===== src/rtl/count_sequencer.sv =====
// rtl/count_sequencer.sv - FSM-controlled tick divider and up/down run counter
module count_sequencer #(
  parameter int FREQ    = 50000000,
  parameter int TICK_HZ = 1,
  parameter int WIDTH   = 8
) (
  input  logic             clk,
  input  logic             rst,
  input  logic             start,
  input  logic             pause,
  input  logic             clear,
  input  logic             up,
  input  logic [WIDTH-1:0] limit,
  output logic [WIDTH-1:0] count,
  output logic             tick,
  output logic             running,
  output logic             done
);

  localparam int DIV = FREQ / TICK_HZ;
  localparam int DW  = $clog2(DIV);
  localparam logic [DW-1:0] DIV_LAST = DW'(DIV - 1);

  typedef enum logic [1:0] {IDLE, RUN, PAUSE, DONE} state_t;

  state_t           state, state_n;
  logic [DW-1:0]    div_cnt, div_cnt_n;
  logic [WIDTH-1:0] count_n;
  logic [WIDTH-1:0] limit_q, limit_n;
  logic [WIDTH-1:0] step_val, terminal;
  logic             up_q, up_n;
  logic             tick_n;

  assign terminal = up_q ? limit_q : '0;
  assign step_val = up_q ? count + WIDTH'(1) : count - WIDTH'(1);

  assign running = (state == RUN);
  assign done    = (state == DONE);

  always_ff @(posedge clk) begin
    if (rst) begin
      state   <= IDLE;
      count   <= '0;
      div_cnt <= '0;
      tick    <= 1'b0;
      up_q    <= 1'b0;
      limit_q <= '0;
    end else begin
      state   <= state_n;
      count   <= count_n;
      div_cnt <= div_cnt_n;
      tick    <= tick_n;
      up_q    <= up_n;
      limit_q <= limit_n;
    end
  end

  always_comb begin
    state_n   = state;
    count_n   = count;
    div_cnt_n = div_cnt;
    tick_n    = 1'b0;
    up_n      = up_q;
    limit_n   = limit_q;

    if (clear) begin
      state_n   = IDLE;
      count_n   = '0;
      div_cnt_n = '0;
    end else if (pause) begin
      // pause outranks start everywhere; it only changes state when running
      if (state == RUN) begin
        state_n = PAUSE;
      end
    end else begin
      unique case (state)
        IDLE, DONE: begin
          if (start) begin
            up_n      = up;
            limit_n   = limit;
            count_n   = up ? '0 : limit;
            div_cnt_n = '0;
            // both directions load a terminal value when limit is zero
            state_n   = (limit == '0) ? DONE : RUN;
          end
        end
        RUN: begin
          if (div_cnt == DIV_LAST) begin
            div_cnt_n = '0;
            count_n   = step_val;
            tick_n    = 1'b1;
            if (step_val == terminal) begin
              state_n = DONE;
            end
          end else begin
            div_cnt_n = div_cnt + DW'(1);
          end
        end
        PAUSE: begin
          // resume keeps the held divider phase
          if (start) begin
            state_n = RUN;
          end
        end
        default: state_n = IDLE;
      endcase
    end
  end

endmodule


===== config.mk =====
export PLATFORM = sky130hd
export DESIGN_NAME = count_sequencer
export DESIGN_NICKNAME = d
export VERILOG_FILES = /design/src/rtl/count_sequencer.sv
export SDC_FILE = /design/constraint.sdc
export NUM_CORES = 1
export LEC_CHECK = 0
export ABC_AREA = 1
export CORE_ASPECT_RATIO = 0.6
export CORE_UTILIZATION = 60
export CTS_BUF_LIST = sky130_fd_sc_hd__clkbuf_2
export CTS_CLUSTER_SIZE = 10
export DETAILED_ROUTE_END_ITERATION = 6
export GPL_TIMING_DRIVEN = 0
export PLACE_DENSITY_LB_ADDON = 0.12
export RECOVER_POWER = 25
export SLEW_MARGIN = 0
export SYNTH_ARGS = -nofsm -noshare
export SYNTH_HDL_FRONTEND = slang
export SYNTH_SLANG_ARGS = --single-unit

===== constraint.sdc =====
create_clock -name clk -period 2.4 [get_ports clk]
set_input_delay 0.24 -clock clk [delete_from_list [all_inputs] [get_ports clk]]
set_output_delay 0.24 -clock clk [all_outputs]
set_load 0.05 [all_outputs]

# Yosys cells after proc, flatten, opt, wreduce, memory -nomap -nowiden
# Cells that the tools add are included.
# classes
n_eq_ne	12
n_bitwise	3
add_sub_neg	3
muxes	18
n_reduce_logical	10
# op_table
operator	n
2-to-1 mux 26 bit	2
one-hot mux 26 bit (2 select lines)	1
2-to-1 mux 8 bit	5
adder 26 x 1 -> 26 bit, second input constant	1
equality test 26 bit, second input constant	1
one-hot mux 8 bit (2 select lines)	1
2-to-1 mux 2 bit	7
adder 8 x 1 -> 8 bit, second input constant	1
equality test 8 bit	1
logical NOT 8 bit	1
AND reduction 4 bit	2
subtractor 8 x 1 -> 8 bit, second input constant	1
!= test 3 x 2 -> 1 bit, second input constant	2
!= test 3 bit, second input constant	2
one-hot mux 2 bit (3 select lines)	1
AND reduction 5 bit	1
equality test 2 bit, second input constant	2
!= test 2 x 1 -> 1 bit, second input constant	2
OR reduction 2 bit	2
OR reduction 4 bit	1
NOT 1 bit	3
AND reduction 3 bit	1
equality test 2 x 1 -> 1 bit, second input constant	1
logical NOT 2 bit	1
other kinds (3)	3
# word_totals
reg_bits	46

# Longest topological paths before layout
# logic_depth
word_depth	7
ltp_mapped	18

# Worst setup path before layout
# No wires, ideal clock.
# synth_timing
path_type	register -> register
start	reg count[0]
end	reg state[1]
required_time_ns	2.285
slack_ns	0.254
synth_period_minus_slack_ns	2.146
t_arrival_ns	2.031
path_stages_with_launch	16
path_buffers	0
path_cell_list	dfxtp_1 > fa_1 > nand2_1 > nand2_1 > inv_1 > nand2_1 > nor2_1 > nand2_1 > nor2_1 > nand2_1 > nor2_1 > nand2_1 > nand2_1 > nand3_1 > nand2_1 > nor2_1
# synth_via
elab_chain_cells	5
elab_cells_between_ends	6
classes_between	add/sub: 2; eq/ne: 2; mux: 1; reduce/logical: 1
# synth_rtl
item	line_no	text
from (decl)	14	output logic [WIDTH-1:0] count,
from (signal assigned)	50	count <= count_n;
subtractor 8 x 1 -> 8 bit / adder 8 x 1 -> 8 bit (equally long branches)	35	assign step_val = up_q ? count + WIDTH'(1) : count - WIDTH'(1);
2-to-1 mux 8 bit (*)	35	
equality test 8 bit (*)	92	if (step_val == terminal) begin
!= test 3 x 2 -> 1 bit (no line) (*)	-	
AND reduction 5 bit (no line) (*)	-	
to (signal assigned)	49	state <= state_n;
to (decl)	26	state_t state, state_n;
# Mark *: on every way between the ends. The rest lies on a longest branch, timed or not.
# A chain may end at the register's enable or synchronous reset.

# Worst setup path after layout
# layout_timing
start	reg up_q
end	reg state[1]
# layout_via
elab_chain_cells	4
elab_cells_between_ends	5
classes_between	eq/ne: 2; mux: 2; reduce/logical: 1
# layout_rtl
item	line_no	text
from (decl)	31	logic up_q, up_n;
from (signal assigned)	53	up_q <= up_n;
2-to-1 mux 8 bit (on tied branches)	35, 34	
equality test 8 bit (*)	92	
!= test 3 x 2 -> 1 bit (no line) (*)	-	
AND reduction 5 bit (no line) (*)	-	
# Marks and branches as above.

==> summary.txt <==
PortBufs = 23
Initial Util = 0.628
NetSw = 0.000502 W
Grt ovf = 0
Fillers = 403
Vias per cell = 5.80
IO Pins = 25
Ys flop type = dfxtp_1
Final Util = 0.731
Fraction of registers with async set/reset = 0
Pin count of the biggest net entering global routing = 15
Critical Setup Path Class = flip-flop to flip-flop
EDFF count, synth = 0
CP Data Required Time = 2760 ps
Worst vdd ir = 0.397 mV
Tot GR Track Use = 0.325
Core area = 0.00461 mm2
Crit path DAT = 2710 ps
Clock root buffer = clkbuf_2
# nets final = 497
Status = finished, final reports clean
FMAX = 0.425 GHz
CP startpoint kind = flip-flop
Critical path peak fanout = 6
CTS sink count = 46
Synth Cell Area = 0.00289 mm2
Yosys Warn Count = 0
Sequential share of power = 0.472
Internal Pwr Total = 0.00118 W
Sw frac = 0.298
Synth Register Bits = 46
Slew HR = 0.642
Comb power frac = 0.210
Initial antenna violation count = 0
TritonCTS clock tree = yes
Final period utilization = 0.981
Hold path cells = 2
Post-route minimum period = 2350 ps
Synthesized Nets = 463
Die width = 91.7 um
WL/cell = 14.7 um
Drt initial violations = 326
Antenna-violating nets left = 0
Vias in the first global route = 2764
Slew @ Worst Pin = 536 ps
Final setup violation count = 0
Rows = 19
Clock power share = 0.318
Pre-Repair DR Iteration Count = 5
Final wirelength = 7850 um
Die area = 0.00511 mm2
Pleak = 1.41 nW
CTS max path bufs = 2
Clock Skew = 20.3 ps
Final Power = 0.00168 W
Layout cells sized above 1 = 0.114
Via count = 3104
Pins Over Slew Limit = 0
Clock transition at the registers of the reported paths = 240 ps
Clock Latency Late Sink = 420 ps
Area occupied by multi-input gates = 0.00173 mm2
First-pass GRT wire length = 13100 um
Worst Hold Class = input port to flip-flop
Die H = 55.8 um
RSZ-0062 raised after global routing = true
Htree depth = 2
Register area = 925 um2
Max Cap Violations = 0
Power density relative to cell area = 499 mW/mm2
CTS Buf Count = 5
Area grow syn2layout = 16.6%
Register area share after synthesis = 0.318
Reg2Reg Depth = 17
CP endpoint kind = flip-flop
Post-DP HPWL = 5820 um
DRC Markers = 0
Final Hold Fails = 0
Synth Instances = 437
WHS = 251 ps
Netlist cell types = 35
Antenna diodes = 0
Mean Syn Cell Area = 6.62 um2
Final TNS setup = 0 ps
Final Wtd Congestion = 0.909
## through the flow
stage          worst slack [ps]  std cells  instance area [um2]
6_report                   46.2        535                 3370
5_1_grt                   -65.5        535                 3370
4_1_cts                    94.7        535                 3330
3_5_place_dp               -136        523                 3200
3_3_place_gp              -90.5        523                 3200
2_1_floorplan               254        437                 2890
## kinds of logic (layout without fill, tap and decap cells)
logic type / after synthesis / in the layout / share of synthesized area
adders and majority gates: 12 / 12 / 0.0545
buffers and inverters: 70 / 105 / 0.0964
DFF: 46 / 46 / 0.318
xor gates and xnor gates: 6 / 6 / 0.0182
and+or+nand+nor: 237 / 237 / 0.380
AOI/OAI and AO/OA: 66 / 66 / 0.132
## critical path: stages, from the launching register on
cell	delay [ps]
dfxtp_4	430
clkinvlp_4	190
fa_2	610
inv_2	30
nand3_1	60
nand2_1	50
inv_1	40
nand2_1	40
nor2_1	80
nand2_1	70
nor2_2	100
nand2_1	80
nor2_1	140
nand2_1	90
nand2_2	80
nand3_1	70
nand2_1	80
nor2_1	40
## final cells by class
type                            instances  area share
Buffer                                  7      0.0115
Clock buffer                            5     0.00742
Clock inverter                          3      0.0189
Inverter                               62      0.0701
Multi-Input combinational cell        321       0.514
Sequential cell                        46       0.274
Tap cell                               63      0.0234
Timing Repair Buffer                   28      0.0805
## power groups by stage
stage	Combinational, W	Sequential [W]	Clock [W]
after global routing	0.000389	0.000799	0.000576
after floorplan	0.000208	0.000826	0
final	0.000353	0.000796	0.000536
after global placement	0.000313	0.000809	0
after detailed placement	0.000321	0.000810	0
after CTS	0.000332	0.000795	0.000539
## flip-flops by register name, summed over array words and instances (netlist names)
signal and cells:
div_cnt 26, count 8, limit_q 8, state 2
tick 1, up_q 1
## synth_stat cells (3+ instances only)
cell type,n,share of area
nor2_2,3,0.0065
inv_1,60,0.078
a211oi_1,5,0.013
a31oi_1,10,0.022
nor2_1,39,0.051
nand3_1,45,0.078
nand2_2,7,0.015
o21ai_0,17,0.029
nand2_1,103,0.13
nor3_1,18,0.031
nor2_4,4,0.016
ha_1,11,0.048
clkbuf_1,4,0.0052
nand4_1,6,0.013
a21oi_1,25,0.043
xor2_1,6,0.018
nor4_1,4,0.0086
dfxtp_1,46,0.32
## repair_timing
item,in CTS,in global routing
buffers inserted,5,0
hold buffers,0,0
endpoints found under the setup margin,2,5
gates resized for setup,3,15
pin swaps,1,1
## path summary, 6_finish.rpt
path	start	endpoint	slack [ps]
max	up_q$_SDFFE_PP0P_	state[1]$_SDFFE_PP0P_	50
min	rst	limit_q[1]$_SDFFE_PP0P_	250
max reg2reg	up_q$_SDFFE_PP0P_	state[1]$_SDFFE_PP0P_	50
min reg2reg	limit_q[2]$_SDFFE_PP0P_	limit_q[2]$_SDFFE_PP0P_	480
## layout by cell type, fill, tap and decap left out, types with 3 or more instances in the layout
cell type and n:
a211oi_1 5, a21oi_1 24, a31oi_1 10, buf_4 5
clkbuf_1 4, clkbuf_2 5, clkdlybuf4s50_1 15, dfxtp_1 45
dlygate4sd3_1 8, ha_1 8, inv_1 58, inv_2 3
nand2_1 100, nand2_2 10, nand3_1 44, nand4_1 6
nor2_1 37, nor2_2 5, nor2_4 4, nor3_1 17
nor4_1 5, o21ai_0 17, xor2_1 6
## metal layers
metal / vias to the layer above / track usage / share of wire
met5: - / 0 / 0
met4: 0 / 0.0680 / 0.0073
met3: 12 / 0.0888 / 0.12
met2: 179 / 0.448 / 0.39
met1: 1396 / 0.498 / 0.49
li1: 1517 / - / -
Note: power is estimated with default switching activity, not from simulation.
